File: config.mk
export PLATFORM = sky130hd
export DESIGN_NAME = fifo_uart_tx
export DESIGN_NICKNAME = d
export VERILOG_FILES = /design/src/rtl/fifo_uart_pkg.sv /design/src/rtl/fifo_uart_tx_baud_tick_gen.sv /design/src/rtl/fifo_uart_tx.sv
export SDC_FILE = /design/constraint.sdc
export NUM_CORES = 1
export LEC_CHECK = 0
export CAP_MARGIN = 10
export CORE_MARGIN = 2
export CORE_UTILIZATION = 34
export DETAILED_ROUTE_END_ITERATION = 7
export GPL_ROUTABILITY_DRIVEN = 1
export GPL_TIMING_DRIVEN = 1
export PLACE_DENSITY = 0.55
export SYNTH_ARGS = -nofsm -noshare
export SYNTH_HDL_FRONTEND = slang
export SYNTH_SLANG_ARGS = --single-unit
File: constraint.sdc
create_clock -name Clk -period 3.1 [get_ports Clk]
set_clock_uncertainty 0.1 [all_clocks]
set_input_delay 0.62 -clock Clk [delete_from_list [all_inputs] [get_ports Clk]]
set_output_delay 0.62 -clock Clk [all_outputs]
set_load 0.005 [all_outputs]
File: src/rtl/fifo_uart_pkg.sv
// Shared types and constants for the FIFO-draining UART transmitter.
package fifo_uart_pkg;

    typedef enum logic [2:0] {
        S_IDLE,
        S_POP,
        S_WAIT_VALID,
        S_START,
        S_DATA,
        S_STOP
    } tx_state_e;

    localparam int FRAME_BITS          = 10;
    localparam int DATA_BITS           = 8;
    localparam int BAUD_DIV_50M_115200 = 434;

endpackage

File: src/rtl/fifo_uart_tx_baud_tick_gen.sv
// Bit-period timer: one-cycle tick on the last cycle of every bit.
// Restart zeroes the count so the first bit after it is full width.
module baud_tick_gen #(
    parameter int BAUD_DIV = 434
) (
    input  logic Clk,
    input  logic Reset_n,
    input  logic restart,
    output logic tick
);
    localparam int CW = $clog2(BAUD_DIV);
    localparam logic [CW-1:0] LAST = CW'(BAUD_DIV - 1);

    logic [CW-1:0] cnt_q, cnt_d;

    always_comb begin
        cnt_d = cnt_q + 1'b1;
        if (restart || cnt_q == LAST) cnt_d = '0;
    end

    always_ff @(posedge Clk or posedge Reset_n) begin
        if (Reset_n) cnt_q <= '0;
        else         cnt_q <= cnt_d;
    end

    assign tick = (cnt_q == LAST);

endmodule

File: src/rtl/fifo_uart_tx.sv
// Pops bytes from a standard-mode FIFO read port and sends each as an 8N1
// frame, LSB first. Reports sent-byte count and sticky read faults.
module fifo_uart_tx
    import fifo_uart_pkg::*;
#(
    parameter int BAUD_DIV      = BAUD_DIV_50M_115200,
    parameter int VALID_TIMEOUT = 4,
    parameter int CNT_W         = 16
) (
    input  logic             Clk,
    input  logic             Reset_n,
    input  logic             fifo_empty,
    input  logic             fifo_valid,
    input  logic             fifo_underflow,
    input  logic [7:0]       fifo_dout,
    output logic             fifo_rd_en,
    output logic             uart_tx,
    output logic             tx_busy,
    output logic             tx_done,
    output logic [CNT_W-1:0] tx_count,
    output logic             rd_fault
);
    localparam int TW = $clog2(VALID_TIMEOUT + 1);
    localparam logic [TW-1:0] TO_LAST = TW'(VALID_TIMEOUT - 1);

    tx_state_e        state_q, state_d;
    logic [TW-1:0]    to_cnt_q, to_cnt_d;
    logic [2:0]       bit_idx_q, bit_idx_d;
    logic [7:0]       shreg_q, shreg_d;
    logic [CNT_W-1:0] tx_count_q, tx_count_d;
    logic             rd_en_q, rd_en_d;
    logic             uart_tx_q, uart_tx_d;
    logic             tx_done_q, tx_done_d;
    logic             rd_fault_q, rd_fault_d;
    logic             restart, tick, timeout;

    baud_tick_gen #(.BAUD_DIV(BAUD_DIV)) u_baud (
        .Clk     (Clk),
        .Reset_n (Reset_n),
        .restart (restart),
        .tick    (tick)
    );

    always_comb begin
        state_d    = state_q;
        to_cnt_d   = to_cnt_q;
        bit_idx_d  = bit_idx_q;
        shreg_d    = shreg_q;
        tx_count_d = tx_count_q;
        tx_done_d  = 1'b0;
        uart_tx_d  = 1'b1;
        restart    = 1'b0;
        timeout    = 1'b0;
        case (state_q)
            S_IDLE: if (!fifo_empty) state_d = S_POP;
            S_POP: begin
                to_cnt_d = '0;
                state_d  = S_WAIT_VALID;
            end
            S_WAIT_VALID: begin
                if (fifo_valid) begin
                    shreg_d   = fifo_dout;
                    bit_idx_d = '0;
                    restart   = 1'b1;
                    state_d   = S_START;
                end else if (to_cnt_q == TO_LAST) begin
                    timeout = 1'b1;
                    state_d = S_IDLE;
                end else begin
                    to_cnt_d = to_cnt_q + 1'b1;
                end
            end
            S_START: begin
                uart_tx_d = 1'b0;
                if (tick) state_d = S_DATA;
            end
            S_DATA: begin
                uart_tx_d = shreg_q[0];
                if (tick) begin
                    shreg_d   = {1'b0, shreg_q[7:1]};
                    bit_idx_d = bit_idx_q + 1'b1;
                    if (bit_idx_q == 3'(DATA_BITS - 1)) state_d = S_STOP;
                end
            end
            S_STOP: begin
                if (tick) begin
                    tx_done_d  = 1'b1;
                    tx_count_d = tx_count_q + 1'b1;
                    state_d    = S_IDLE;
                end
            end
            default: state_d = S_IDLE;
        endcase
        // Strobe is registered off the next state so it is high exactly while in POP.
        rd_en_d    = (state_d == S_POP);
        rd_fault_d = rd_fault_q | timeout | fifo_underflow;
    end

    always_ff @(posedge Clk or posedge Reset_n) begin
        if (Reset_n) begin
            state_q    <= S_IDLE;
            to_cnt_q   <= '0;
            bit_idx_q  <= '0;
            shreg_q    <= '0;
            tx_count_q <= '0;
            rd_en_q    <= 1'b0;
            uart_tx_q  <= 1'b1;
            tx_done_q  <= 1'b0;
            rd_fault_q <= 1'b0;
        end else begin
            state_q    <= state_d;
            to_cnt_q   <= to_cnt_d;
            bit_idx_q  <= bit_idx_d;
            shreg_q    <= shreg_d;
            tx_count_q <= tx_count_d;
            rd_en_q    <= rd_en_d;
            uart_tx_q  <= uart_tx_d;
            tx_done_q  <= tx_done_d;
            rd_fault_q <= rd_fault_d;
        end
    end

    assign fifo_rd_en = rd_en_q;
    assign uart_tx    = uart_tx_q;
    assign tx_busy    = (state_q != S_IDLE);
    assign tx_done    = tx_done_q;
    assign tx_count   = tx_count_q;
    assign rd_fault   = rd_fault_q;

endmodule

==> results by stage <==
Synthesis:
- The share of async-settable or async-resettable flops after synthesis is 100%.
- In this run, synthesis inferred 0 flip-flops with an integrated enable.
- Counting every net in the synthesized netlist gives 231.
- The dominant synthesized flop cell is dfrtp_1.
- After synthesis the cells add up to 2260 sq um.
- The area share of the leading cell type in the synthesized netlist is 49.8%.
- The average cell area after synthesis is 10.7 sq um.
- Counting flops and latches in the post-synthesis netlist gives 46.
- The Yosys warning count is 0.
- In the post-synthesis netlist, the biggest area contributors are dfrtp_1, xor2_1, o21ai_0.
- The cell type contributing the most total cell area after synthesis is dfrtp_1.
- After synthesis, flip-flops and latches occupy 50.9% of the total area.
- The synthesized netlist contains 42 unique library cells.
- Synthesis produced a netlist whose cell count is 211.

Drt:
- In the routed layout, each cell is associated on average with a via count of 4.96.
- After detailed routing, the number of remaining DRC violations is 0.
- Detailed routing inserted a total of 1,608 vias.
- The number of design-rule violations left by the first detailed-router iteration is 92.
- The first-pass detailed-route iteration total is 4.
- Wires add up to 4460 um.
- After detailed routing, the average wire length per cell comes to 13.8 um.
- The count of nets left with antenna violations once routing finished came out at 0.

Final layout:
- The share of post-route cells with drive strength above 1 is 8.10%.
- The area growth from synthesis to layout is 21.8%.
- In the layout the commonest cells are dfrtp_1, clkdlybuf4s50_1, nor2_1.
- The final net count is 266.
- The number of diodes added for antenna fixing is 0.
- The non-filler instance count after layout is 324.
- The library cell used most frequently in the layout, excluding fill and tap cells, is dfrtp_1.

Worst setup path:
- The type of the worst setup path is register to output pin.
- In this design, the largest share of critical-path delay is due to buffers and inverters.
- Among all stages on the critical path, the largest delay is contributed by dfrtp_1.
- Together, buffers and inverters on the worst path number 2.
- The required time reported for the critical path endpoint is 2380 ps.
- The top fanout value on the critical path is 10.
- STA classifies the critical path endpoint as an output pin.
- The critical path goes through inv_1, nand2_1, clkdlybuf4s50_1.
- For this run, the slowest stage of the critical path takes 520 ps.
- The launching element type of the critical path is a register.
- At the worst endpoint, the arrival time is 1580 ps.

Place:
- The wire-length estimate of the detail-placed layout is 3140 um.
- Routability-driven placement finished with a final weighted congestion of 0.728.
- The count of placed standard cells including taps is 316.
- During placement, the flow inserted port buffers numbering 33.

Clocking:
- The H-tree was split into 2 levels.
- At the later pin of the worst-skew pair, clock insertion delay measures 290 ps.
- The TritonCTS clock tree is yes.
- In this run, CTS created clock tree buffers numbering 5.
- In this run the deepest clock path goes through 2 buffers.
- After clock tree synthesis, the clock-pin slew on the worst setup and hold paths is 90 ps.
- For this design, the sink count on the clock tree is 46.
- Once the clock tree was built, the resizer swapped 0 gates to a different size.
- The number of setup buffers added after CTS is 0.
- The total of hold buffers inserted after clock tree synthesis is 0.
- The tree is rooted in a clkbuf_8.

Floorplanning:
- The die is 85.6 um tall.
- The floorplan has 29 rows.
- The initial core utilization is 35.4%.
- The area enclosed by the die boundary is 7320 sq um.
- Pin placement for this block handled 34 I/O pins.
- Measured along the x axis, the die boundary spans 85.6 um.
- The floorplan core area is 6390 sq um.

Job:
- Across the run, the number of max-cap violations was 0.

Timing:
- The headroom to the max-slew limit is 63.5%.
- In the finished design, the share of the clock period the worst path needs comes to 74.3%.
- The number of max-slew violations in the final report is 0.
- The slew of the pin with the lowest slew margin is 543 ps.
- For the finished layout, the period the worst path requires is 2300 ps.
- Setup repair after global routing left no endpoint under its margin.
- For this run, the top clock speed supported by timing is 434 MHz.
- The hold violation total from the final report is 0.
- Setup violations remaining at the end of the flow were counted as 0.
- The sum of negative setup slack is 0 ps.

Power:
- In this run the static leakage power is 1.26 nW.
- IR analysis of the VDD net gives a maximum drop of 0.250 mV.
- Power spread over the standard cell area amounts to 561 nW/um^2.

GRT:
- The number of global-route vias before repair came to 1,656.
- For this run, the total global-route usage over all layers was measured as 13.1%.
- The global-route wire length before repair is 7730 um.
- After global routing the overflow that remains totals 0.
- Entering global routing, the biggest net connects 47 pins.
- The number of antenna violations at the first check in global routing is 0.

Worst hold path:
- The kind of path behind the tightest hold check is register to register.

Status:
- The run finished with clean final reports.
-- power breakdown --
group          internal [mW]  switching [mW]
Clock                  0.180           0.198
Combinational          0.165           0.205
Sequential             0.713          0.0836
-- cell usage after synthesis (all sizes together), types with 3 or more instances --
cell	n
dfrtp	45
xnor2	9
buf	6
nand3	9
nor2	24
xor2	13
nor3	8
inv	11
mux2	3
nand4	6
nand2	14
a21oi	3
ha	7
o21ai	18
mux2i	7
-- tightest hold or removal path: stages, from the launching register on --
cell and delay (ps):
dfrtp_1 350, nor2_1 50, nand2_1 40
-- cell type report --
cell class                 instances  area (sq um)
clock buffer                       7          86.3
inverter                          11          41.3
fill                             629          3630
clock inverter                     1          5.00
multi-input combinational        146          1010
timing repair buffer              36           365
sequential                        46          1150
tap                               77          96.3
-- final timing paths --
| path | start | end | slack, ps | cells past startpoint |
|---|---|---|---|---|
| worst max-delay path | state_q[1] | tx_busy | 800 | 3 |
| worst min-delay path | rd_fault | rd_fault | 360 | 2 |
| worst max register to register | u_baud.cnt_q[1] | bit_idx_q[0] | 920 | 6 |
| worst min register to register | rd_fault | rd_fault | 360 | 2 |
| max in group asynchronous | Reset_n | uart_tx | 2060 | 3 |
| min in group asynchronous | Reset_n | u_baud.cnt_q[2] | 560 | 3 |
-- registers in the layout (all words and copies together), names as in the netlist --
name	flops
bit_idx_q	3
fifo_rd_en	1
rd_fault	1
shreg_q	8
state_q	3
to_cnt_q	3
tx_count	16
tx_done	1
u_baud.cnt_q	9
uart_tx	1
-- per-layer routing --
metal / vias up / share of wire (%) / global-route usage, % / wire, um
met5: - / 0 / 0 / 0
met1: 782 / 48 / 17.8 / 2140
met2: 25 / 48 / 21.0 / 2150
met3: 2 / 3.5 / 3.37 / 157
li1: 799 / - / - / -
met4: 0 / 0.49 / 3.17 / 22
-- through the flow --
stage	hold slack, ps	instance area, sq um	utilization [%]	setup slack [ps]	power (mW)
final	361	2760	43.2	798	1.55
after global routing	401	2760	43.2	701	1.65
after global placement	340	2670	41.7	844	1.17
after CTS	368	2760	43.2	793	1.57
after floorplan	354	2260	-	1280	1.06
after detailed placement	347	2670	41.7	810	1.18
-- logic make-up (layout without fill, tap and decap cells) --
family / count (synthesis) / after routing / synth area share [%]
AO/OA/AOI/OAI: 32 / 32 / 9.40
XOR/XNOR: 22 / 22 / 8.52
adder cells (fa/ha/maj): 7 / 7 / 3.87
buffers and inverters: 19 / 55 / 4.42
flip-flops: 46 / 46 / 50.9
multiplexers: 10 / 10 / 4.59
AND/OR/NAND/NOR: 75 / 75 / 18.3
(Power assumes the default switching activity.)
